[config.mk]
export PLATFORM = sky130hd
export DESIGN_NAME = wb_stage
export DESIGN_NICKNAME = d
export VERILOG_FILES = /design/src/rtl/wb_pkg.sv /design/src/rtl/load_ext.sv /design/src/rtl/wb_stage.sv
export SDC_FILE = /design/constraint.sdc
export NUM_CORES = 1
export LEC_CHECK = 0
export ABC_AREA = 1
export BUFFER_PORTS_ARGS = -buffer_cell sky130_fd_sc_hd__buf_2
export CORE_MARGIN = 8
export CORE_UTILIZATION = 53
export CTS_CLUSTER_SIZE = 40
export DETAILED_ROUTE_END_ITERATION = 7
export PLACE_DENSITY = 0.8
export SLEW_MARGIN = 40
export SYNTH_ARGS = -nofsm -noshare
export SYNTH_HDL_FRONTEND = slang
export SYNTH_SLANG_ARGS = --single-unit
[constraint.sdc]
create_clock -name clk -period 2 [get_ports clk]
set_input_delay 0.2 -clock clk [delete_from_list [all_inputs] [get_ports clk]]
set_output_delay 0.2 -clock clk [all_outputs]
set_load 0.01 [all_outputs]
[src/rtl/wb_pkg.sv]
// Shared definitions for the write-back stage: operand width, write-back
// source select encodings, load funct3 encodings and the stage register layout.
package wb_pkg;

  localparam int XLEN = 32;

  // Source of the value written back to the register file.
  typedef enum logic [1:0] {
    WB_ALU  = 2'b00,
    WB_LOAD = 2'b01,
    WB_PC4  = 2'b10,
    WB_IMM  = 2'b11
  } wb_sel_e;

  // Load funct3 encodings; any other value is treated as "no data".
  localparam logic [2:0] LD_LB  = 3'b000;
  localparam logic [2:0] LD_LH  = 3'b001;
  localparam logic [2:0] LD_LW  = 3'b010;
  localparam logic [2:0] LD_LBU = 3'b100;
  localparam logic [2:0] LD_LHU = 3'b101;

  // Everything the stage holds for one instruction.
  typedef struct packed {
    logic            valid;
    logic            done;
    logic [4:0]      rd;
    logic            rf_we;
    wb_sel_e         wb_sel;
    logic [XLEN-1:0] alu;
    logic [XLEN-1:0] pc4;
    logic [XLEN-1:0] imm;
    logic [XLEN-1:0] load_data;
    logic [2:0]      load_type;
    logic [1:0]      addr_lo;
  } stage_t;

endpackage

[src/rtl/load_ext.sv]
// Combinational load formatter: picks the addressed byte/halfword out of the
// raw memory word, sign- or zero-extends it, and flags misaligned accesses.
module load_ext import wb_pkg::*; (
  input  logic [XLEN-1:0] load_data_i,
  input  logic [2:0]      load_type_i,
  input  logic [1:0]      addr_lo_i,
  input  logic            is_load_i,
  output logic [XLEN-1:0] data_o,
  output logic            misalign_o
);

  logic [7:0]  byteSel;
  logic [15:0] halfSel;

  // Lane selection followed by extension according to funct3; unknown
  // funct3 values produce zero rather than an error.
  always_comb begin
    byteSel = 8'h00;
    case (addr_lo_i)
      2'd0: byteSel = load_data_i[7:0];
      2'd1: byteSel = load_data_i[15:8];
      2'd2: byteSel = load_data_i[23:16];
      2'd3: byteSel = load_data_i[31:24];
      default: byteSel = 8'h00;
    endcase
    halfSel = addr_lo_i[1] ? load_data_i[31:16] : load_data_i[15:0];

    data_o = '0;
    case (load_type_i)
      LD_LB:   data_o = {{24{byteSel[7]}}, byteSel};
      LD_LBU:  data_o = {24'h000000, byteSel};
      LD_LH:   data_o = {{16{halfSel[15]}}, halfSel};
      LD_LHU:  data_o = {16'h0000, halfSel};
      LD_LW:   data_o = load_data_i;
      default: data_o = '0;
    endcase
  end

  // Halfword loads need an even address, word loads a word-aligned one;
  // only meaningful when the instruction actually writes back load data.
  always_comb begin
    misalign_o = 1'b0;
    if (is_load_i) begin
      if ((load_type_i == LD_LH || load_type_i == LD_LHU) && addr_lo_i[0])
        misalign_o = 1'b1;
      else if (load_type_i == LD_LW && addr_lo_i != 2'd0)
        misalign_o = 1'b1;
    end
  end

endmodule

[src/rtl/wb_stage.sv]
// Write-back pipeline stage: one stage register fed from MEM, drives the
// register-file write port, flags misaligned loads and counts retirements.
// Optional forwarding taps are built when WB_FWD_EN is defined.
module wb_stage import wb_pkg::*; (
  input  logic            clk,
  input  logic            rst,
  input  logic            in_valid,
  input  logic [4:0]      in_rd,
  input  logic            in_rf_we,
  input  logic [1:0]      in_wb_sel,
  input  logic [XLEN-1:0] in_alu,
  input  logic [XLEN-1:0] in_pc4,
  input  logic [XLEN-1:0] in_imm,
  input  logic [XLEN-1:0] in_load_data,
  input  logic [2:0]      in_load_type,
  input  logic [1:0]      in_addr_lo,
  input  logic            stall,
  input  logic            flush,
`ifdef WB_FWD_EN
  input  logic [4:0]      fwd_rs1,
  input  logic [4:0]      fwd_rs2,
`endif
  output logic [4:0]      w_addr,
  output logic            wen,
  output logic [XLEN-1:0] w_data,
  output logic            misalign_err,
`ifdef WB_FWD_EN
  output logic            fwd_rs1_hit,
  output logic            fwd_rs2_hit,
  output logic [XLEN-1:0] fwd_data,
`endif
  output logic [XLEN-1:0] retire_cnt
);

  stage_t          stage_q, stage_d;
  logic [XLEN-1:0] retire_cnt_q, retire_cnt_d;
  logic            active;
  logic            isLoad;
  logic            misalign;
  logic [XLEN-1:0] loadData;

  // An entry does its work (write + retire) only in its first valid cycle;
  // done blocks repeats while the stage is held by a stall.
  assign active = stage_q.valid & ~stage_q.done;
  assign isLoad = (stage_q.wb_sel == WB_LOAD);

  load_ext u_load_ext (
    .load_data_i (stage_q.load_data),
    .load_type_i (stage_q.load_type),
    .addr_lo_i   (stage_q.addr_lo),
    .is_load_i   (isLoad),
    .data_o      (loadData),
    .misalign_o  (misalign)
  );

  // Stage next state: flush beats stall, stall holds the fields but marks
  // a valid entry done once it has had its write cycle, else load from MEM.
  always_comb begin
    stage_d = stage_q;
    if (flush) begin
      stage_d.valid = 1'b0;
      stage_d.done  = 1'b0;
    end else if (stall) begin
      stage_d.done = stage_q.done | stage_q.valid;
    end else begin
      stage_d.valid     = in_valid;
      stage_d.done      = 1'b0;
      stage_d.rd        = in_rd;
      stage_d.rf_we     = in_rf_we;
      stage_d.wb_sel    = wb_sel_e'(in_wb_sel);
      stage_d.alu       = in_alu;
      stage_d.pc4       = in_pc4;
      stage_d.imm       = in_imm;
      stage_d.load_data = in_load_data;
      stage_d.load_type = in_load_type;
      stage_d.addr_lo   = in_addr_lo;
    end
  end

  // Retirement counter advances once per instruction, written or not,
  // and wraps naturally at the top of its range.
  always_comb begin
    retire_cnt_d = retire_cnt_q + XLEN'(active);
  end

  // State registers; reset wipes the stage (including a held entry) and the counter.
  always_ff @(posedge clk) begin
    if (rst) begin
      stage_q      <= '0;
      retire_cnt_q <= '0;
    end else begin
      stage_q      <= stage_d;
      retire_cnt_q <= retire_cnt_d;
    end
  end

  // Write-back data mux over the registered operands.
  always_comb begin
    w_data = '0;
    case (stage_q.wb_sel)
      WB_ALU:  w_data = stage_q.alu;
      WB_LOAD: w_data = loadData;
      WB_PC4:  w_data = stage_q.pc4;
      WB_IMM:  w_data = stage_q.imm;
      default: w_data = '0;
    endcase
  end

  assign w_addr       = stage_q.rd;
  assign wen          = active & stage_q.rf_we & (stage_q.rd != 5'd0) & ~misalign;
  assign misalign_err = active & misalign;
  assign retire_cnt   = retire_cnt_q;

`ifdef WB_FWD_EN
  assign fwd_rs1_hit = wen & (stage_q.rd == fwd_rs1);
  assign fwd_rs2_hit = wen & (stage_q.rd == fwd_rs2);
  assign fwd_data    = w_data;
`endif

endmodule

Word level (Yosys, flattened, before mapping). Index checks and enable logic that the tools add are counted.

Bits in registers: 175. Input port bits: 146.

Add/sub/neg operators: 1. Equal/unequal tests: 10. Mux-type cells: 7. Bitwise gates (word level): 10. Reduce and logical (&&, ||, !) cells: 11.

Operators by type and width (count): 32-bit case mux with 5 select lines (1); 32-bit case mux with 4 select lines (1); 32-bit by 1-bit adder with 32-bit output (1); 8-bit case mux with 4 select lines (1); 16-bit two-way mux (1); 2-bit equality test (second input constant) (4); 3-bit equality test (second input constant) (2); 1-bit AND (5); 5-bit nonzero test (1); 2-bit by 1-bit equality test with 1-bit output (second input constant) (2); 2-bit logical NOT (2); 1-bit inverter (4); 3-bit by 1-bit equality test with 1-bit output (second input constant) (1); 3-bit by 2-bit equality test with 1-bit output (second input constant) (1); 3-bit logical NOT (1); 1-bit two-way mux (3); 3-bit OR reduction (1); 1-bit logical AND (2); 2-bit AND reduction (1); 2-bit nonzero test (1); 2-bit OR reduction (1); 1-bit logical OR (1); 1-bit bitwise OR (1).

Depth between registers and ports, before layout. Gate-level depths: netlist (run 1).

Depth after elaboration: 7. Depth in mapped cells: 11. Gate-level depth less buffers: 11.

Hierarchy. From an unflattened synthesis (run 1), not the netlist that was laid out.

Cells, all modules: 1330. Area, all modules: 8564.5 µm².

By module, submodules not included: wb_stage (instances 1, cells an instance 1068, area each 7459.7 µm², sequential area each 3503.4 µm²); load_ext (instances 1, cells an instance 262, area each 1104.8 µm², sequential area each 0.0 µm²).

Worst setup path after synthesis (run 1). No wires, ideal clock.

Kind: reg2reg. Start: register stage_q[142] in the netlist's numbering. End: register retire_cnt_q[14], in the netlist retire_cnt[14]. Setup time: 128 ps. Arrival: 1548 ps. Data required time: 1872 ps. Slack: 325 ps. Stages on the path, launching flop included: 11. Path buffers: 0. Clock period less this slack: 1675 ps. Cell sequence: dfxtp_1 > inv_1 > nor2_1 > ha_1 > ha_1 > nand2_2 > nor2_4 > nand2_2 > nor2_2 > xnor2_1 > nor2_1.

Longest elaborated chain between the ends: 2.

RTL lines: from (decl) (RTL line wb_stage.sv:35) `stage_t stage_q, stage_d;`; from (signal assigned) (RTL line wb_stage.sv:92) `stage_q <= stage_d;`; 1-bit AND (RTL line wb_stage.sv:44) `assign active = stage_q.valid & ~stage_q.done;`; 32-bit by 1-bit adder with 32-bit output (RTL line wb_stage.sv:83) `retire_cnt_d = retire_cnt_q + XLEN'(active);`; to (signal assigned) (RTL line wb_stage.sv:93) `retire_cnt_q <= retire_cnt_d;`; to (decl) (RTL line wb_stage.sv:36) `logic [XLEN-1:0] retire_cnt_q, retire_cnt_d;`.

Every way passes these cells. A chain may end at the register's enable or synchronous reset.

Final worst setup path (run 1).
Start: register stage_q[20] in the netlist's numbering. End: output w_data[7].

Longest elaborated chain between the ends: 3.

RTL lines: 8-bit case mux with 4 select lines (RTL line load_ext.sv:19) `case (addr_lo_i)`; 32-bit case mux with 5 select lines (RTL line load_ext.sv:29) `case (load_type_i)`; 32-bit case mux with 4 select lines (RTL line wb_stage.sv:100) `case (stage_q.wb_sel)`; to (decl) (RTL line wb_stage.sv:25) `output logic [XLEN-1:0] w_data,`.

Every way passes these cells.

==> summary.md, run 1 <==
| Metric | Value |
|---|---|
| Run status | finished with violations |
| Failing checks | hold timing, setup timing |
| Final setup violation count | 33 |
| EDFF count, synth | 0 |
| Post-Syn Nets | roughly 1.4k |
| RSZ-0062 raised after global routing | yes |
| Ys async rst share | 0 |
| Die Span Y | ~140 um |
| Initial Util | 0.537 |
| Final critical-path required period | between 2000 and 2500 ps |
| CTS tree | built |
| Met2 wire length | 14900 um |
| GP Congestion | 0.920 |
| Routed Antenna Nets | 0 |
| Top cells by count, synth | 301 x nor2_1, 266 x nand2_1, 175 x dfxtp_1 |
| Max_cap viols | 0 |
| Post-DP HPWL | 20400 um |
| Vias per cell | between 5 and 6 |
| Critical Path RT | 1800 ps |
| Worst slew pin tran | roughly 500 ps |
| Final hold violations | 1 |
| Max Slew Vio Count | 0 |
| Total routed wirelength | between 30000 and 40000 um |
| Initial DRC count | 1300 |
| Final setup margin | -116 ps |
| Pin count of the biggest net entering global routing | between 100 and 150 |
| Top-area cell type share of the netlist area | 0.415 |
| Synthesis-to-finish area growth | 40.9% |
| Synth cell types | 38 |
| Yosys reg bits | about 180 |
| Wire per inst | roughly 18 um |
| Sink Count | 175 |
| Design Area, Final | 11900 sq um |
| Fin nets | 1708 |
| Crit share post-route | 1.06 |
| Worst setup SP type | register |
| Filler cells | between 1k and 1.5k |
| Top layer in use | met5 |
| Vias in the first global route | 9417 |
| Io pins | around 220 |
| VDD IR max | ~0.69 mV |
| Worst-Skew Late Latency | approximately 440 ps |
| Critical path endpoint category | primary output |
| Hold_ws | -3.39 ps |
| 1st-pass router iterations | 6 |
| Post-synthesis sequential area ratio | 0.415 |
| Power per Cell Area | roughly 760 nW/um^2 |
| Total GRT Usage | 0.295 |
| Row count | 46 |
| CTS Buf Count | 17 |
| Synthesized instance count | 1296 |
| M1 WL | ~12000 um |
| PortBufs | 216 |
| Crit Path Max Fanout | 7 |
| Longest Clk Path Bufs | 2 |
| Worst EP arrival | about 1900 ps |
| YS warnings | 0 |
| Routed vias | 10.2k |
| CORE AREA | 15700 sq um |
| Synth top area cells | dfxtp_1 41%, nor2_1 13%, nand2_1 12%, o21ai_0 8.6%, nand3_1 7.7% |
| Synth area leader | dfxtp_1 |
| Kind of critical path | register to primary output |
| DRC violations left | 0 |
| Clock root buffer master | clkbuf_16 |
| Max_slew headroom | 0.668 |
| Final core utilization | 0.757 |
| Layout cells sized above 1 | 0.261 |
| Leak | ~5.6 nW |
| # H-tree levels | 4 |
| Gr ovfl total | 0 |
| WL met3 | ~3200 um |
| Initial antenna violation count | 1 |
| Skew final | ~5 ps |
| Reg clk slew, reported paths | ~70 ps |
| Count leader, synth | nor2_1 |
| Fmax | approximately 0.47 GHz |
| Die width | approximately 140 um |
| Mapped Avg Cell Area | around 6.5 sq um |
| Global-route wire length before repair | approximately 47000 um |
| Hold WC Path Type | input pin to register |
| Cell Area, Synth | 8440 sq um |
| Die area | 20200 sq um |
| DP Area | 9730 sq um |
| Primary FF master, synth | dfxtp_1 |
[sequential cells by signal, summed over array words and instances (netlist names)]
| name | count |
|---|---|
| retire_cnt | 32 |
| stage_q | 138 |
| w_addr | 5 |
[per-stage QoR]
| stage | hold WS (ps) | setup TNS (ps) | instances | setup slack (ps) | total power [mW] |
|---|---|---|---|---|---|
| floorplan | 296 | 0 | 1296 | 325 | 4.49 |
| global placement | 420 | 0 | 1672 | 311 | 4.95 |
| detailed placement | 427 | 0 | 1672 | 210 | 4.96 |
| CTS | 0.416 | -284 | 1782 | -32.8 | 8.74 |
| global route | 13.3 | -3260 | 1789 | -134 | 9.28 |
| finish | -3.39 | -2180 | 1790 | -116 | 9.03 |
[area by class of cell]
cell class                 count  area [sq um]  share of cell area
tap                          216           270              0.0227
clock buffer                  20           467              0.0392
timing repair buffer         326          2400               0.202
clock inverter                12           181              0.0153
antenna                        1          2.50            0.000210
multi-input combinational    959          4730               0.398
sequential                   175          3520               0.296
inverter                      81           325              0.0273
[routing by layer]
layer / global-route usage / vias to the layer above
li1: - / 4691
met1: 0.347 / 4685
met2: 0.477 / 617
met3: 0.0718 / 157
met4: 0.178 / 2
met5: 0 / -
[final timing paths]
check             slack [ps]                   endpoint                 startpoint  cells past startpoint
setup / recovery        -120                  w_data[7]   stage_q[20]$_SDFFE_PP0P_                     10
hold / removal            -3   stage_q[93]$_SDFFE_PP0P_                 in_pc4[24]                      3
setup reg to reg         180  retire_cnt[12]$_SDFF_PP0_  stage_q[142]$_SDFFE_PP0N_                     11
hold reg to reg          480  retire_cnt[31]$_SDFF_PP0_  retire_cnt[31]$_SDFF_PP0_                      2
[what timing repair did]
action | CTS | global route
gates resized for setup | 42 | 107
hold endpoints to repair | 67 | 0
endpoints found under the setup margin | 34 | 35
hold buffers | 67 | 0
setup buffers | 10 | 2
pin swaps | 5 | 26
gates cloned | 1 | 5
[power breakdown]
part / internal, mW / switching, mW / leakage [nW]
clock network: 2.20 / 1.50 / 0.311
logic: 0.652 / 0.858 / 3.88
registers: 3.68 / 0.143 / 1.44
[cells in the final DEF, fill, tap and decap left out, drive strengths merged, types with 2 or more instances in the layout]
| cell type | netlist | routed |
|---|---|---|
| inv | 80 | 82 |
| nand2 | 271 | 271 |
| dfxtp | 175 | 175 |
| a21oi | 46 | 46 |
| or2 | 4 | 4 |
| buf | 36 | 256 |
| clkinv | 1 | 4 |
| ha | 2 | 2 |
| bufinv | 0 | 4 |
| clkinvlp | 0 | 3 |
| nor2 | 307 | 307 |
| clkbuf | 46 | 23 |
| dlygate4sd3 | 0 | 67 |
| o21ai | 154 | 154 |
| nand3b | 10 | 10 |
| xnor2 | 5 | 5 |
| nor3 | 7 | 7 |
| nand3 | 134 | 135 |
| nand4 | 10 | 10 |
| xor2 | 2 | 2 |
[critical path, cell delays in order (launching register included)]
cell and delay, ps:
dfxtp_1 330, inv_1 150, nand2_4 100, nand3_4 80, nand3_4 110, nand2_8 130, buf_12 160, nand3_4 90
nand2_2 100, nand3_2 80, buf_6 130
[logic make-up after synthesis]
kind of cell	count (synthesis)	synth area share
buffers and inverters	163	0.0814
XOR/XNOR	7	0.00726
flip-flops	175	0.415
AO/OA/AOI/OAI	203	0.121
adder cells (fa/ha/maj)	2	0.00296
AND/OR/NAND/NOR	746	0.372
(Power assumes the default switching activity.)
==> inputs of run 2 (changes only) <==
CORE_ASPECT_RATIO = 0.7   (was not set)
==> summary.md, run 2 (synthesized netlist as in run 1, its figures left out) <==
| Metric | Value |
|---|---|
| Largest stage delay on the critical path | 420 ps (+90 ps) |
| TNS Setup | -2300 ps (-118 ps) |
| Final setup violation count | 32 (-3.0%) |
| Fmax | 0.449 GHz (-4.9%) |
| CTS Buf Count | 17 (unchanged) |
| Crit share post-route | 1.11 (+0.0544) |
| Leak | 5.69 nW (+1.0%) |
| Row count | 38 (-17%) |
| DP Area | 9630 sq um (-0.95%) |
| Fin nets | 1724 (+0.94%) |
| Skew final | 7.30 ps (+2.39 ps) |
| Routed Antenna Nets | 0 (unchanged) |
| Io pins | 217 (unchanged) |
| Worst-Skew Late Latency | 440 ps (about the same) |
| Vias in the first global route | 9177 (-2.5%) |
| Max Slew Vio Count | 0 (unchanged) |
| Total GRT Usage | 0.304 (+0.00961) |
| Longest Clk Path Bufs | 2 (unchanged) |
| Global-route wire length before repair | 49200 um (+4.3%) |
| Final setup margin | -225 ps (-109 ps) |
| Biggest register | stage_q |
| Gr ovfl total | 0 (unchanged) |
| Final hold violations | 0 (-1) |
| Die Span Y | 122 um (-14%) |
| Critical path endpoint category | primary output |
| Layout cells sized above 1 | 0.270 (+0.00824) |
| Worst path most repeated cell | nand2_1 |
| Design Area, Final | 12000 sq um (+0.50%) |
| GP Congestion | 0.941 (+2.3%) |
| PortBufs | 216 (unchanged) |
| Critical-path cell list | buf_8 -> nand2_1 -> nand2_2 -> nand2_1 -> nand2_1 -> nand2_1 -> o21ai_2 -> nand2_1 -> nand4_1 -> buf_2 |
| Routed vias | 10.2k (+0.79%) |
| Initial antenna violation count | 0 (-1) |
| Worst EP arrival | 2020 ps (+100 ps) |
| 1st-pass router iterations | 8 (+2) |
| Run status | finished with violations |
| Max_cap viols | 0 (unchanged) |
| Failing checks | DRC, setup timing |
| Wire per inst | 19.0 um (+4.1%) |
| Final critical-path required period | 2220 ps (+109 ps) |
| Reg clk slew, reported paths | 70 ps (about the same) |
| Worst setup SP type | register |
| Die area | 20300 sq um (+0.32%) |
| Power per Cell Area | 746 nW/um^2 (-1.6%) |
| Hold_ws | 5.01 ps (+8.41 ps) |
| Die width | 167 um (+17%) |
| Worst slew pin tran | 556 ps (+58.0 ps) |
| CP top delay family | simple AND/OR/NAND/NOR gates |
| # H-tree levels | 4 (unchanged) |
| Sink Count | 175 (unchanged) |
| Crit Path Max Fanout | 14 (+7) |
| CORE AREA | 15500 sq um (-1.1%) |
| Commonest non-fill, non-tap cells in the layout | 292 x nor2_1, 228 x nand2_1, 209 x buf_2, 168 x dfxtp_1, 145 x o21ai_0 |
| Post-DP HPWL | 21000 um (+2.9%) |
| Total routed wirelength | 33900 um (+4.0%) |
| Most common cell after layout, fill and taps aside | nor2_1 |
| DRC violations left | 1 (+1) |
| Synthesis-to-finish area growth | 41.6% |
| Slowest CP cell | dfxtp_4 |
| Number of diodes | 0 (-1) |
| Clock root buffer master | clkbuf_16 |
| VDD IR max | 0.522 mV (-24%) |
| Kind of critical path | register to primary output |
| Hold WC Path Type | input pin to register |
| Initial DRC count | 1336 (+2.8%) |
| Initial Util | 0.543 (+0.00571) |
| Max reg flops | 138 (unchanged) |
| CTS tree | built |
| Critical Path RT | 1800 ps (about the same) |
| Pin count of the biggest net entering global routing | 120 (unchanged) |
| RSZ-0062 raised after global routing | yes |
| Vias per cell | 5.72 (+0.90%) |
| Max_slew headroom | 0.630 (-0.0387) |
| CP Buf/Inv Count | 2 (-1) |
==> run 2: cell count changes in the layout (fill, tap and decap cells not counted), sizes merged <==
| cell | previous run | this run |
|---|---|---|
| bufinv | 4 | 3 |
| dlygate4sd3 | 67 | 76 |
| diode | 1 | 0 |
| clkinv | 4 | 3 |
| clkbuf | 23 | 22 |
| inv | 82 | 83 |
| buf | 256 | 264 |
==> run 2: area by class of cell <==
class | count | area [sq um]
clock buffers | 20 | 467
inverters | 81 | 323
repair buffers | 342 | 2460
multi-input cells | 959 | 4780
clock inverters | 11 | 153
fillers | 1080 | 3590
flip-flops and latches | 175 | 3520
well taps | 200 | 250
==> run 2: timing repair <==
| action | in CTS | in global routing |
|---|---|---|
| hold buffers | 76 | 0 |
| setup buffers | 10 | 14 |
| endpoints found under the hold margin | 76 | 0 |
| resized for setup | 66 | 98 |
| pin swaps | 5 | 30 |
| cloned | 2 | 4 |
| endpoints found under the setup margin | 34 | 43 |
==> run 2: report_power, final <==
group | switching (mW) | internal [mW]
registers | 0.143 | 3.68
logic | 0.902 | 0.649
clock network | 1.48 | 2.07
total | 2.53 | 6.40
==> run 2: worst paths after layout <==
check | depth (start not counted) | endpoint | slack, ps | from
worst max-delay path | 10 | w_data[0] | -220 | stage_q[1]$_SDFFE_PP0P_
worst min-delay path | 3 | stage_q[63]$_SDFFE_PP0P_ | 5 | in_imm[26]
worst max register to register | 12 | retire_cnt[28]$_SDFF_PP0_ | 70 | stage_q[142]$_SDFFE_PP0N_
worst min register to register | 2 | retire_cnt[31]$_SDFF_PP0_ | 470 | retire_cnt[31]$_SDFF_PP0_
==> run 2: metal layers <==
layer	track usage	part of all wire
met1	0.398	0.40
met2	0.468	0.44
met3	0.0889	0.12
met4	0.123	0.038
met5	0	0
==> run 2: worst min-delay path, cell delays in order <==
cell and delay (ps):
buf_2 80, nor2_1 50, nor2_1 80
==> run 2: metrics by stage <==
stage / worst slack (ps) / util / cells / total power [mW]
6_report: -225 / 0.769 / 1788 / 8.92
5_1_grt: -230 / 0.769 / 1788 / 9.17
4_1_cts: -69.1 / 0.735 / 1772 / 8.68
3_5_place_dp: 106 / 0.620 / 1653 / 4.97
3_3_place_gp: 156 / 0.620 / 1653 / 4.96
2_1_floorplan: 325 / - / 1296 / 4.49
